**src/rtl/full_subtractor_pkg.sv**
```systemverilog
// Shared constants and the registered result record for the full_subtractor block.
// The ovf field is only driven when FULL_SUBTRACTOR_OVF_EN is defined.
package full_subtractor_pkg;

    localparam int DEFAULT_WIDTH = 1;
    localparam int MAX_WIDTH     = 64;

    // diff is sized for the widest legal build; narrower builds use the low bits.
    typedef struct packed {
        logic [MAX_WIDTH-1:0] diff;
        logic                 b_out;
        logic                 ovf;
    } result_t;

endpackage

```
**src/rtl/full_subtractor_fs_cell.sv**
```systemverilog
// One-bit combinational full-subtractor cell: the ripple element of full_subtractor.
module fs_cell (
    input  logic a,
    input  logic b,
    input  logic b_in,
    output logic diff,
    output logic b_out
);

    assign diff  = a ^ b ^ b_in;
    assign b_out = (~a & b) | (~(a ^ b) & b_in);

endmodule

```
**src/rtl/full_subtractor.sv**
```systemverilog
// Registered WIDTH-bit ripple-borrow subtractor with 1-cycle latency and valid qualifier.
// Define FULL_SUBTRACTOR_OVF_EN to add the registered two's-complement overflow output ovf.
module full_subtractor
    import full_subtractor_pkg::*;
#(
    parameter int WIDTH = DEFAULT_WIDTH
) (
    input  logic             clk,
    input  logic             rst,
    input  logic             in_valid,
    input  logic [WIDTH-1:0] a,
    input  logic [WIDTH-1:0] b,
    input  logic             b_in,
    output logic             out_valid,
    output logic [WIDTH-1:0] diff,
`ifdef FULL_SUBTRACTOR_OVF_EN
    output logic             ovf,
`endif
    output logic             b_out
);

    logic [WIDTH:0]   borrow;
    logic [WIDTH-1:0] diff_c;

    result_t res_d, res_q;
    logic    valid_d, valid_q;

    assign borrow[0] = b_in;

    // Borrow ripples LSB to MSB through purely combinational cells.
    for (genvar i = 0; i < WIDTH; i++) begin : g_cell
        fs_cell u_cell (
            .a     (a[i]),
            .b     (b[i]),
            .b_in  (borrow[i]),
            .diff  (diff_c[i]),
            .b_out (borrow[i+1])
        );
    end

    always_comb begin
        res_d   = res_q;
        valid_d = 1'b0;
        if (in_valid) begin
            res_d.diff             = '0;
            res_d.diff[WIDTH-1:0]  = diff_c;
            res_d.b_out            = borrow[WIDTH];
`ifdef FULL_SUBTRACTOR_OVF_EN
            res_d.ovf = (a[WIDTH-1] != b[WIDTH-1]) & (diff_c[WIDTH-1] != a[WIDTH-1]);
`endif
            valid_d = 1'b1;
        end
    end

    // Reset wins over a same-cycle operation, discarding it.
    always_ff @(posedge clk) begin
        if (rst) begin
            res_q   <= '0;
            valid_q <= 1'b0;
        end else begin
            res_q   <= res_d;
            valid_q <= valid_d;
        end
    end

    assign out_valid = valid_q;
    assign diff      = res_q.diff[WIDTH-1:0];
    assign b_out     = res_q.b_out;
`ifdef FULL_SUBTRACTOR_OVF_EN
    assign ovf       = res_q.ovf;
`endif

    logic unused_res;
    assign unused_res = ^res_q;

endmodule

```
**config.mk**
```make
export PLATFORM = sky130hd
export DESIGN_NAME = full_subtractor
export DESIGN_NICKNAME = d
export VERILOG_FILES = /design/src/rtl/full_subtractor_pkg.sv /design/src/rtl/full_subtractor_fs_cell.sv /design/src/rtl/full_subtractor.sv
export SDC_FILE = /design/constraint.sdc
export NUM_CORES = 1
export LEC_CHECK = 0
export CAP_MARGIN = 20
export CORE_AREA = 4 4 41 43
export DETAILED_ROUTE_END_ITERATION = 12
export DIE_AREA = 0 0 45 47
export MAX_ROUTING_LAYER = met4
export PLACE_DENSITY = 0.34
export SKIP_LAST_GASP = 1
export SLEW_MARGIN = 5
export SYNTH_ARGS = -nofsm -noshare
export SYNTH_HDL_FRONTEND = slang
export SYNTH_SLANG_ARGS = --single-unit
```
**constraint.sdc**
```tcl
create_clock -name clk -period 1.5 [get_ports clk]
set_clock_uncertainty 0.2 [all_clocks]
set_input_delay 0.225 -clock clk [delete_from_list [all_inputs] [get_ports clk]]
set_output_delay 0.225 -clock clk [all_outputs]
set_load 0.02 [all_outputs]
```
==> run summary <==
CP max stage cell: dlygate4sd2_1
critical path class: reg2out
Hold Worst Slack: 0.211 ns
GR Layer Usage met2: 0.0339
M3 GR Usage: 0.0498
FF-to-FF setup slack: 0.67 ns
n_diodes: 0
clk sink count: 3
Reg2Reg Depth: 2
Hold Path Origin: a
clock-pin slew on the worst setup and hold paths: 0.04 ns
critical path required time: 1.07 ns
vias in the first global route: 117
Post-synth EDFFs: 0
crit-path max FO: 2
Final min period: 1.32 ns
cell family with most CP delay: buffers and inverters
largest net degree at the start of global routing: 5
Mapped Cells: 11
count leader, synth: dfxtp_1
max cap viols: 0
Final Max Tran Viols: 0
post-CTS setup buffer count: 0
sw frac: 0.235
Overall Power: 0.000273 W
Top FF cell, synth: dfxtp_1
# rows: 13
Arr. time, crit path: 0.90 ns
maximum clock rate: 756 MHz
H-tree level count: 1
max incr delay on CP: 0.34 ns
nature of the critical path startpoint: flop
TritonCTS Buffers: 3
Period Utilization, post-route: 0.881
core area: 0.00130 mm²
CP cell instances: dlygate4sd2_1
Final HPWL DP: 226 µm
Max transition margin: 0.862
ANT nets after route: 0
Synth Cell Area: 119 µm²
DRC Markers: 0
result of the run: completed
Worst-Margin Slew: 0.207 ns
Layout area overhead: 108%
die extent in x: 45 µm
library cells used by synthesis: 7
Worst Hold Endpoint: b_out
gr usage total: 0.0417
Root Buffer: clkbuf_4
Synth Area per Inst: 10.8 µm²
initial core utilization: 0.0913
1st-iter DRT viols: 3
Setup TNS: 0 ns
RD Place Congestion: 0.576
RSZ-0062 raised after global routing: no
Hold Buf Count CTS: 0
first drt pass iteration count: 2
Int Pwr: 0.000209 W
Synth Warn #: 0
via count: 111
Synth top cells by count: dfxtp_1 (3), inv_1 (2), nor2_1 (2)
number of I/O pins: 9
PD cells: 1100 mW/mm²
ranking of synthesized cells by area: dfxtp_1 (51%), fa_1 (17%), mux2i_1 (8.4%)
worst r2r src: b_out
Final Hold Fails: 0
initial antenna violation count: 0
Buf+Inv Stages, Crit Path: 1
Seq cells post-synth: 3
post-DR vias/cell: 2.92
WL final: 279 µm
sequential-to-total area share from yosys stat: 0.505
Cells on Worst Hold Path: 3
Mapped Nets: 18
Clock power frac: 0.519
per-cell routed wire length: 7.34 µm
layout cells sized above 1: 0.217
CTS tree: built
RR Endpoint: b_out
Max VDD drop: 324 µV
Yosys top cell area share: 0.505
Worst Hold Class: in2reg
die area: 0.00212 mm²
Overflow after GRT: 0
GRT met1 Usage: 0.0458
first-pass GRT wire length: 496 µm
endpoints failing setup: 0
Max clock buf depth: 2
Gate power share: 0.156
fin nets: 31
Psw: 0.0000642 W
Async S/R FF share, synth: 0
crit path capture type: primary output
insertion delay to the later sink of the worst-skew pair: 0.23 ns
Synth area leader: dfxtp_1
Flop pwr share: 0.325
Leakage: 0.137 nW
Most Crowded Layer GR: met3
Die H: 47 µm
I/O Buffers: 8
[placed cells by master (no fill, tap or decap)]
master           n
nor2b_1          1
fa_1             1
clkbuf_1         1
dfxtp_1          3
dlymetal6s2s_1   3
a211oi_1         1
dlygate4sd2_1    3
mux2i_1          1
inv_2            2
clkdlybuf4s50_1  2
clkbuf_4         3
nor2_1           2
[power groups by stage]
stage / Clock (W) / Combinational (W) / Sequential, W
2_1_floorplan: 0 / 0.0000107 / 0.0000974
3_3_place_gp: 0 / 0.0000468 / 0.0000899
3_5_place_dp: 0 / 0.0000477 / 0.0000902
4_1_cts: 0.000151 / 0.0000437 / 0.0000887
5_1_grt: 0.000161 / 0.0000479 / 0.0000895
6_report: 0.000142 / 0.0000426 / 0.0000887
[how the worst max path moves through the flow]
| stage | from | end | slack [ns] | cells past startpoint |
|---|---|---|---|---|
| final | diff | diff | 0.18 | 1 |
| after CTS | b | diff | 0.07 | 5 |
| after detailed placement | b | diff | -0.18 | 5 |
| after floorplan | b | diff | 0.33 | 4 |
| after global routing | diff | diff | 0.12 | 1 |
| after global placement | b | diff | -0.16 | 5 |
[state kept, by name (all words and copies together), names as in the netlist]
| signal | count |
|---|---|
| out_valid | 1 |
| b_out | 1 |
| diff | 1 |
[what timing repair did]
item | 4_1_cts | 5_1_grt
setup endpoints to repair | 3 | 1
gates resized for setup | 3 | 5
pin swaps | 0 | 2
[cell type report]
class | count | area (µm²)
fill | 154 | 1050
timing repair buffer | 8 | 83.8
sequential | 3 | 60.1
multi-input combinational | 6 | 51.3
clock buffer | 4 | 26.3
tap | 15 | 18.8
inverter | 2 | 7.51
[metrics by stage]
| step | worst slack, ns | util | instance area [µm²] | cells |
|---|---|---|---|---|
| floorplan | 0.327 | - | 119 | 11 |
| global placement | -0.164 | 0.167 | 218 | 34 |
| detailed placement | -0.183 | 0.167 | 218 | 34 |
| CTS | 0.0672 | 0.185 | 240 | 38 |
| global route | 0.115 | 0.190 | 248 | 38 |
| finish | 0.178 | 0.190 | 248 | 38 |
[routing by layer]
layer,up-vias,wire length [µm]
met1,44,149
met2,9,68
met3,0,61
met4,0,0
li1,58,-
met5,-,0
[kinds of logic after synthesis]
kind of cell | Yosys count | share of synthesized area
AOI/OAI and AO/OA | 1 | 0.0632
adders and majority gates | 1 | 0.168
buffers and inverters | 2 | 0.0632
DFF | 3 | 0.505
muxes | 1 | 0.0842
and+or+nand+nor | 3 | 0.116
[worst min-delay path: cells and delay by family]
| family | cells | cell delay (ns) |
|---|---|---|
| adder cells (fa/ha/maj) | 1 | 0.19 |
| buffers and inverters | 1 | 0.11 |
| AO/OA/AOI/OAI | 1 | 0.06 |
(Power assumes the default switching activity.)
==> variant 1: new RTL, config.mk and constraints unchanged <==
Register the inputs `in_valid` and `b_in` before use, with the module's reset. The logic sees them one clock later. The other inputs are not delayed to match.
--- a/src/rtl/full_subtractor.sv
+++ b/src/rtl/full_subtractor.sv
@@ -19,13 +19,26 @@
     output logic             b_out
 );
 
+    logic in_valid_q;
+    logic b_q;
+
+    always_ff @(posedge clk) begin
+        if (rst) begin
+            in_valid_q <= '0;
+            b_q        <= '0;
+        end else begin
+            in_valid_q <= in_valid;
+            b_q        <= b_in;
+        end
+    end
+
     logic [WIDTH:0]   borrow;
     logic [WIDTH-1:0] diff_c;
 
     result_t res_d, res_q;
     logic    valid_d, valid_q;
 
-    assign borrow[0] = b_in;
+    assign borrow[0] = b_q;
 
     // Borrow ripples LSB to MSB through purely combinational cells.
     for (genvar i = 0; i < WIDTH; i++) begin : g_cell
@@ -41,7 +54,7 @@
     always_comb begin
         res_d   = res_q;
         valid_d = 1'b0;
-        if (in_valid) begin
+        if (in_valid_q) begin
             res_d.diff             = '0;
             res_d.diff[WIDTH-1:0]  = diff_c;
             res_d.b_out            = borrow[WIDTH];
Function: changed (Yosys sat finds a counterexample within 4 cycles, from zero or initial values and one cycle with rst high).
==> variant 1 against the original RTL <==
Global-route usage increased by 1.1 points. Wire length increased by 35%. First-iteration DRC count decreased by 100%. Setup slack got worse by 0.098 ns. Sequential share of layout area increased by 9.9 points. Power increased by 28%. Sequential cell count increased by 2. Area after synthesis increased by 44%. Cell area increased by 18%. Register-to-register slack got worse by 0.44 ns. Critical path type is now in2reg. Largest power group unchanged.
==> variant 1: results (changes against the original RTL) <==
run_status:
  status: "complete, no violations"  # unchanged
yosys:
  synth_area_leaders: "dfxtp_1 58%, fa_1 12%, nor2b_1 11%, mux2i_1 5.8%, a211oi_1 4.4%"  # was dfxtp_1 51%, fa_1 17%, mux2i_1 8.4%, a211oi_1 6.3%, inv_1 6.3%
  synth-seq-area-share_pct: 58.4  # was 50.5%
  synthTopCellsByCount: "5 x dfxtp_1, 3 x nor2b_1, 2 x inv_1, 2 x nor2_1"  # was 3 x dfxtp_1, 2 x inv_1, 2 x nor2_1
  yosysWarningCount: 0  # unchanged
  synth_ff_type: "dfxtp_1"  # unchanged
  syn_inst: 15  # was 11
  ys_types: 7  # unchanged
  async_flop_share_pct: 0  # unchanged
  syn_nets: 22  # was 18
cts:
  numCtsBuffers: 3  # unchanged
  cts_max_path_buffers: 2  # unchanged
  path_clk_slew_ns: 0.05
  cts_root_buf: "clkbuf_4"  # unchanged
  clk_latency_ns: 0.25  # was 0.23 ns
  h-tree-depth: 1  # unchanged
worst_setup_path:
  r2r_cells: 4  # was 2
  r2r-end: "diff"  # was b_out
  path_max_fanout: 1  # was 2
  r2r-start: "b_q"  # was b_out
  rrSetupSlack_ns: 0.23  # was 0.67 ns
  cp.arrival_ns: 1.36  # was 0.90 ns
placed_design:
  post_dp_cell_area_um2: 270  # was 218 um2
  port_buffers: 8  # unchanged
  place_ws_ns: -0.171  # was -0.183 ns
  hpwl_um: 252  # was 226 um
  gp_congestion: 0.651  # was 0.576
  post-place-cells: 38  # was 34
worst_hold_path:
  min_path_cells: 2  # was 3
  hold_start: "diff"  # was a
  hold_class: "reg2reg"  # was in2reg
  hold_path_end: "diff"  # was b_out
final_layout:
  drive_gt1_share_pct: 11.1  # was 21.7%
  antenna_cells: 0  # unchanged
  final_nets: 35  # was 31
pwr:
  peakVddDrop_v: 0.000228  # was 0.000324 V
  p_leak_nw: 0.127  # was 0.137 nW
global_routing:
  grt_max_degree: 6  # was 5
  track_usage_pct: 5.31  # was 4.17%
  grt_pass1_vias: 169  # was 117
  grt_pass1_wl_um: 655  # was 496 um
  antenna_found_initial: 0  # unchanged
timing:
  maxSlewHeadroom_pct: 85.6  # was 86.2%
  whs_ns: 0.295  # was 0.211 ns
  fin_tns_setup_ns: 0  # unchanged
route:
  vias_per_cell: 3.52  # was 2.92
  drt_iter0_markers: 0  # was 3
  drt-wirelength-per-cell_um: 8.95  # was 7.34 um
  vias: 148  # was 111
  first_pass_iters: 1  # was 2
variant 1: changes by cell type after synthesis:
cell	change
nor2b_1	+2
dfxtp_1	+2
variant 1: cells by family (layout without fill, tap and decap cells):
| group | count (synthesis) | in the layout | share of synthesized area (%) |
|---|---|---|---|
| adders and majority gates | 1 | 1 | 11.7 |
| buffers and inverters | 2 | 14 | 4.38 |
| and+or+nand+nor | 5 | 5 | 15.3 |
| AOI/OAI and AO/OA | 1 | 1 | 4.38 |
| muxes | 1 | 1 | 5.84 |
| DFF | 5 | 5 | 58.4 |
variant 1: what timing repair did:
item                                    CTS  global route
hold buffers                              0             0
endpoints found under the setup margin    3             0
resized for setup                         3             0
buffers inserted                          0             0
variant 1: area by class of cell:
type	instances	area, um2
multi-input combinational	8	63.8
inverter	2	7.51
tap	15	18.8
clock buffer	4	26.3
sequential	5	100
fill	157	1010
timing repair buffer	8	76.3
variant 1: layer usage:
metal / global-route usage (%) / wire length (um)
met1: 4.81 / 155
met2: 6.50 / 161
met3: 3.45 / 44
met4: 7.02 / 14
met5: - / 0
variant 1: worst max-delay path, cell delays in order:
cell and delay, ns:
clkdlybuf4s50_1 0.45, inv_1 0.05, fa_1 0.44, mux2i_1 0.14
nor2_1 0.05
variant 1: power breakdown:
part           total (W)  internal [W]  switching, W
sequential      0.000145      0.000141    0.00000416
clock           0.000163      0.000101     0.0000624
combinational  0.0000398     0.0000231     0.0000167
total           0.000348      0.000265     0.0000833
variant 1: worst max-delay path by stage:
stage	start	endpoint	slack [ns]	depth (start not counted)
6_report	b	diff	0.08	5
2_1_floorplan	b_q	diff	0.28	4
5_1_grt	b	diff	0.02	5
3_5_place_dp	b	diff	-0.17	5
3_3_place_gp	b	diff	-0.17	5
4_1_cts	b	diff	0.07	5
==> variant 2: new RTL, same flow settings <==
Without the edit above. Add a define of `FULL_SUBTRACTOR_OVF_EN`.
--- a/src/rtl/full_subtractor.sv
+++ b/src/rtl/full_subtractor.sv
@@ -1,5 +1,7 @@
 // Registered WIDTH-bit ripple-borrow subtractor with 1-cycle latency and valid qualifier.
 // Define FULL_SUBTRACTOR_OVF_EN to add the registered two's-complement overflow output ovf.
+`define FULL_SUBTRACTOR_OVF_EN
+
 module full_subtractor
     import full_subtractor_pkg::*;
 #(
Behaviour (old outputs only; new: ovf): no difference found for any inputs over 10 cycles, from zero or initial values and one cycle with rst high; that may be too few to reach the edited logic, so the function may still have changed.
==> variant 2 against the original RTL <==
Cell area is 33% higher. Setup slack worse by 0.087 ns. Wire length is 49% higher. Sequential cell count is 1 higher. Largest power group unchanged. Area after synthesis is 55% higher. Worst hold slack better by 0.076 ns. Power is 17% higher. Non-clock buffer count is 4 higher. Critical endpoint is now ovf.
==> variant 2: results (changes against the original RTL) <==
worst_hold_path:
  hold_class: "reg2reg"  # was in2reg
  min_path_cells: 2  # was 3
  hold_start: "diff"  # was a
  hold_path_end: "diff"  # was b_out
timing:
  period_share_pct: 94.0  # was 88.1%
  maxSlewHeadroom_pct: 85.0  # was 86.2%
final_layout:
  drive_gt1_share_pct: 25.8  # was 21.7%
  nFillCells: 153  # was 154
  antenna_cells: 0  # unchanged
  final_nets: 41  # was 31
yosys:
  muxShareOfSynthArea_pct: 5.44  # was 8.42%
  synth_adder_area_share_pct: 17.7  # was 16.8%
  synthTopCellsByCount: "4 x dfxtp_1, 2 x inv_1, 2 x nor2_1"  # was 3 x dfxtp_1, 2 x inv_1, 2 x nor2_1
  synth_area_leaders: "dfxtp_1 44%, fa_1 11%, nor2b_4 7.5%, ha_1 6.8%, mux2i_1 5.4%"  # was dfxtp_1 51%, fa_1 17%, mux2i_1 8.4%, a211oi_1 6.3%, inv_1 6.3%
  synth-seq-area-share_pct: 43.5  # was 50.5%
  yosysWarningCount: 0  # unchanged
  ys_types: 11  # was 7
  synth_xor_area_share_pct: 4.76  # was 0%
  synth_compound_area_share_pct: 8.84  # was 6.32%
  syn_nets: 24  # was 18
  async_flop_share_pct: 0  # unchanged
cts:
  path_clk_slew_ns: 0.04  # about the same
  cts_root_buf: "clkbuf_4"  # unchanged
  cts_setup_buffers: 0  # unchanged
  clk_latency_ns: 0.23  # about the same
  h-tree-depth: 1  # unchanged
  cts_max_path_buffers: 2  # unchanged
  numCtsBuffers: 3  # unchanged
worst_setup_path:
  path_max_fanout: 2  # unchanged
  r2r-end: "ovf"  # was b_out
  r2r_cells: 2  # unchanged
  cp.arrival_ns: 1.33  # was 0.90 ns
  r2r-start: "ovf"  # was b_out
  rrSetupSlack_ns: 0.59  # was 0.67 ns
global_routing:
  grt_max_degree: 6  # was 5
  grt_pass1_vias: 172  # was 117
  grt_pass1_wl_um: 703  # was 496 um
  track_usage_pct: 5.71  # was 4.17%
  antenna_found_initial: 0  # unchanged
pwr:
  peakVddDrop_v: 0.000495  # was 0.000324 V
  p_leak_nw: 0.162  # was 0.137 nW
route:
  drt-wirelength-per-cell_um: 9.02  # was 7.34 um
  vias: 162  # was 111
  drt_iter0_markers: 0  # was 3
  first_pass_iters: 1  # was 2
placed_design:
  place_ws_ns: -0.462  # was -0.183 ns
  port_buffers: 9  # was 8
  hpwl_um: 343  # was 226 um
  gp_congestion: 0.610  # was 0.576
run_status:
  status: "complete, no violations"  # unchanged
-- variant 2: cell count changes after synthesis, sizes merged --
cell and delta:
xnor2 +1, dfxtp +1, a31o +1, nor3b +1, ha +1
-- variant 2: through the flow --
| step | area [um2] | instances | hold WS [ns] |
|---|---|---|---|
| floorplan | 184 | 16 | 0.0931 |
| global placement | 315 | 43 | 0.281 |
| detailed placement | 315 | 43 | 0.286 |
| CTS | 329 | 46 | 0.288 |
| global route | 329 | 46 | 0.334 |
| finish | 329 | 46 | 0.288 |
-- variant 2: repair_timing --
| item | 4_1_cts | 5_1_grt |
|---|---|---|
| hold buffers | 0 | 0 |
| endpoints found under the setup margin | 6 | 0 |
| resized for setup | 8 | 0 |
-- variant 2: cells by family after synthesis --
family,after synthesis
AO/OA/AOI/OAI,2
buffers and inverters,2
AND/OR/NAND/NOR,4
flip-flops,4
adder cells (fa/ha/maj),2
multiplexers,1
XOR/XNOR,1
-- variant 2: power by group --
| part | internal [W] | switching (W) |
|---|---|---|
| Combinational | 0.0000385 | 0.0000324 |
| Clock | 0.0000893 | 0.0000419 |
| Sequential | 0.000115 | 0.00000261 |
-- variant 2: final cells by class --
| cell class | instances | area (um2) | share of cell area [%] |
|---|---|---|---|
| multi-input cells | 10 | 96.3 | 29.3 |
| flip-flops and latches | 4 | 80.1 | 24.3 |
| inverters | 2 | 7.51 | 2.28 |
| well taps | 15 | 18.8 | 5.70 |
| repair buffers | 12 | 104 | 31.6 |
| clock buffers | 3 | 22.5 | 6.84 |
-- variant 2: routing by layer --
| layer | track usage (%) | vias to the layer above | part of all wire (%) |
|---|---|---|---|
| li1 | - | 84 | - |
| met1 | 5.01 | 67 | 43 |
| met2 | 7.34 | 11 | 39 |
| met3 | 7.28 | 0 | 18 |
| met4 | 1.75 | 0 | 0 |
| met5 | - | - | 0 |
-- variant 2: worst max path at each step --
stage                     from   to  cells after the start
after floorplan              a  ovf                      4
after global placement       a  ovf                      5
after detailed placement     a  ovf                      5
after CTS                 b_in  ovf                      4
after global routing         a  ovf                      5
final                     b_in  ovf                      4
-- variant 2: critical path, cell delays in order --
cell,delay [ns]
dlygate4sd2_1,0.25
fa_1,0.51
xnor2_1,0.15
a31o_1,0.20
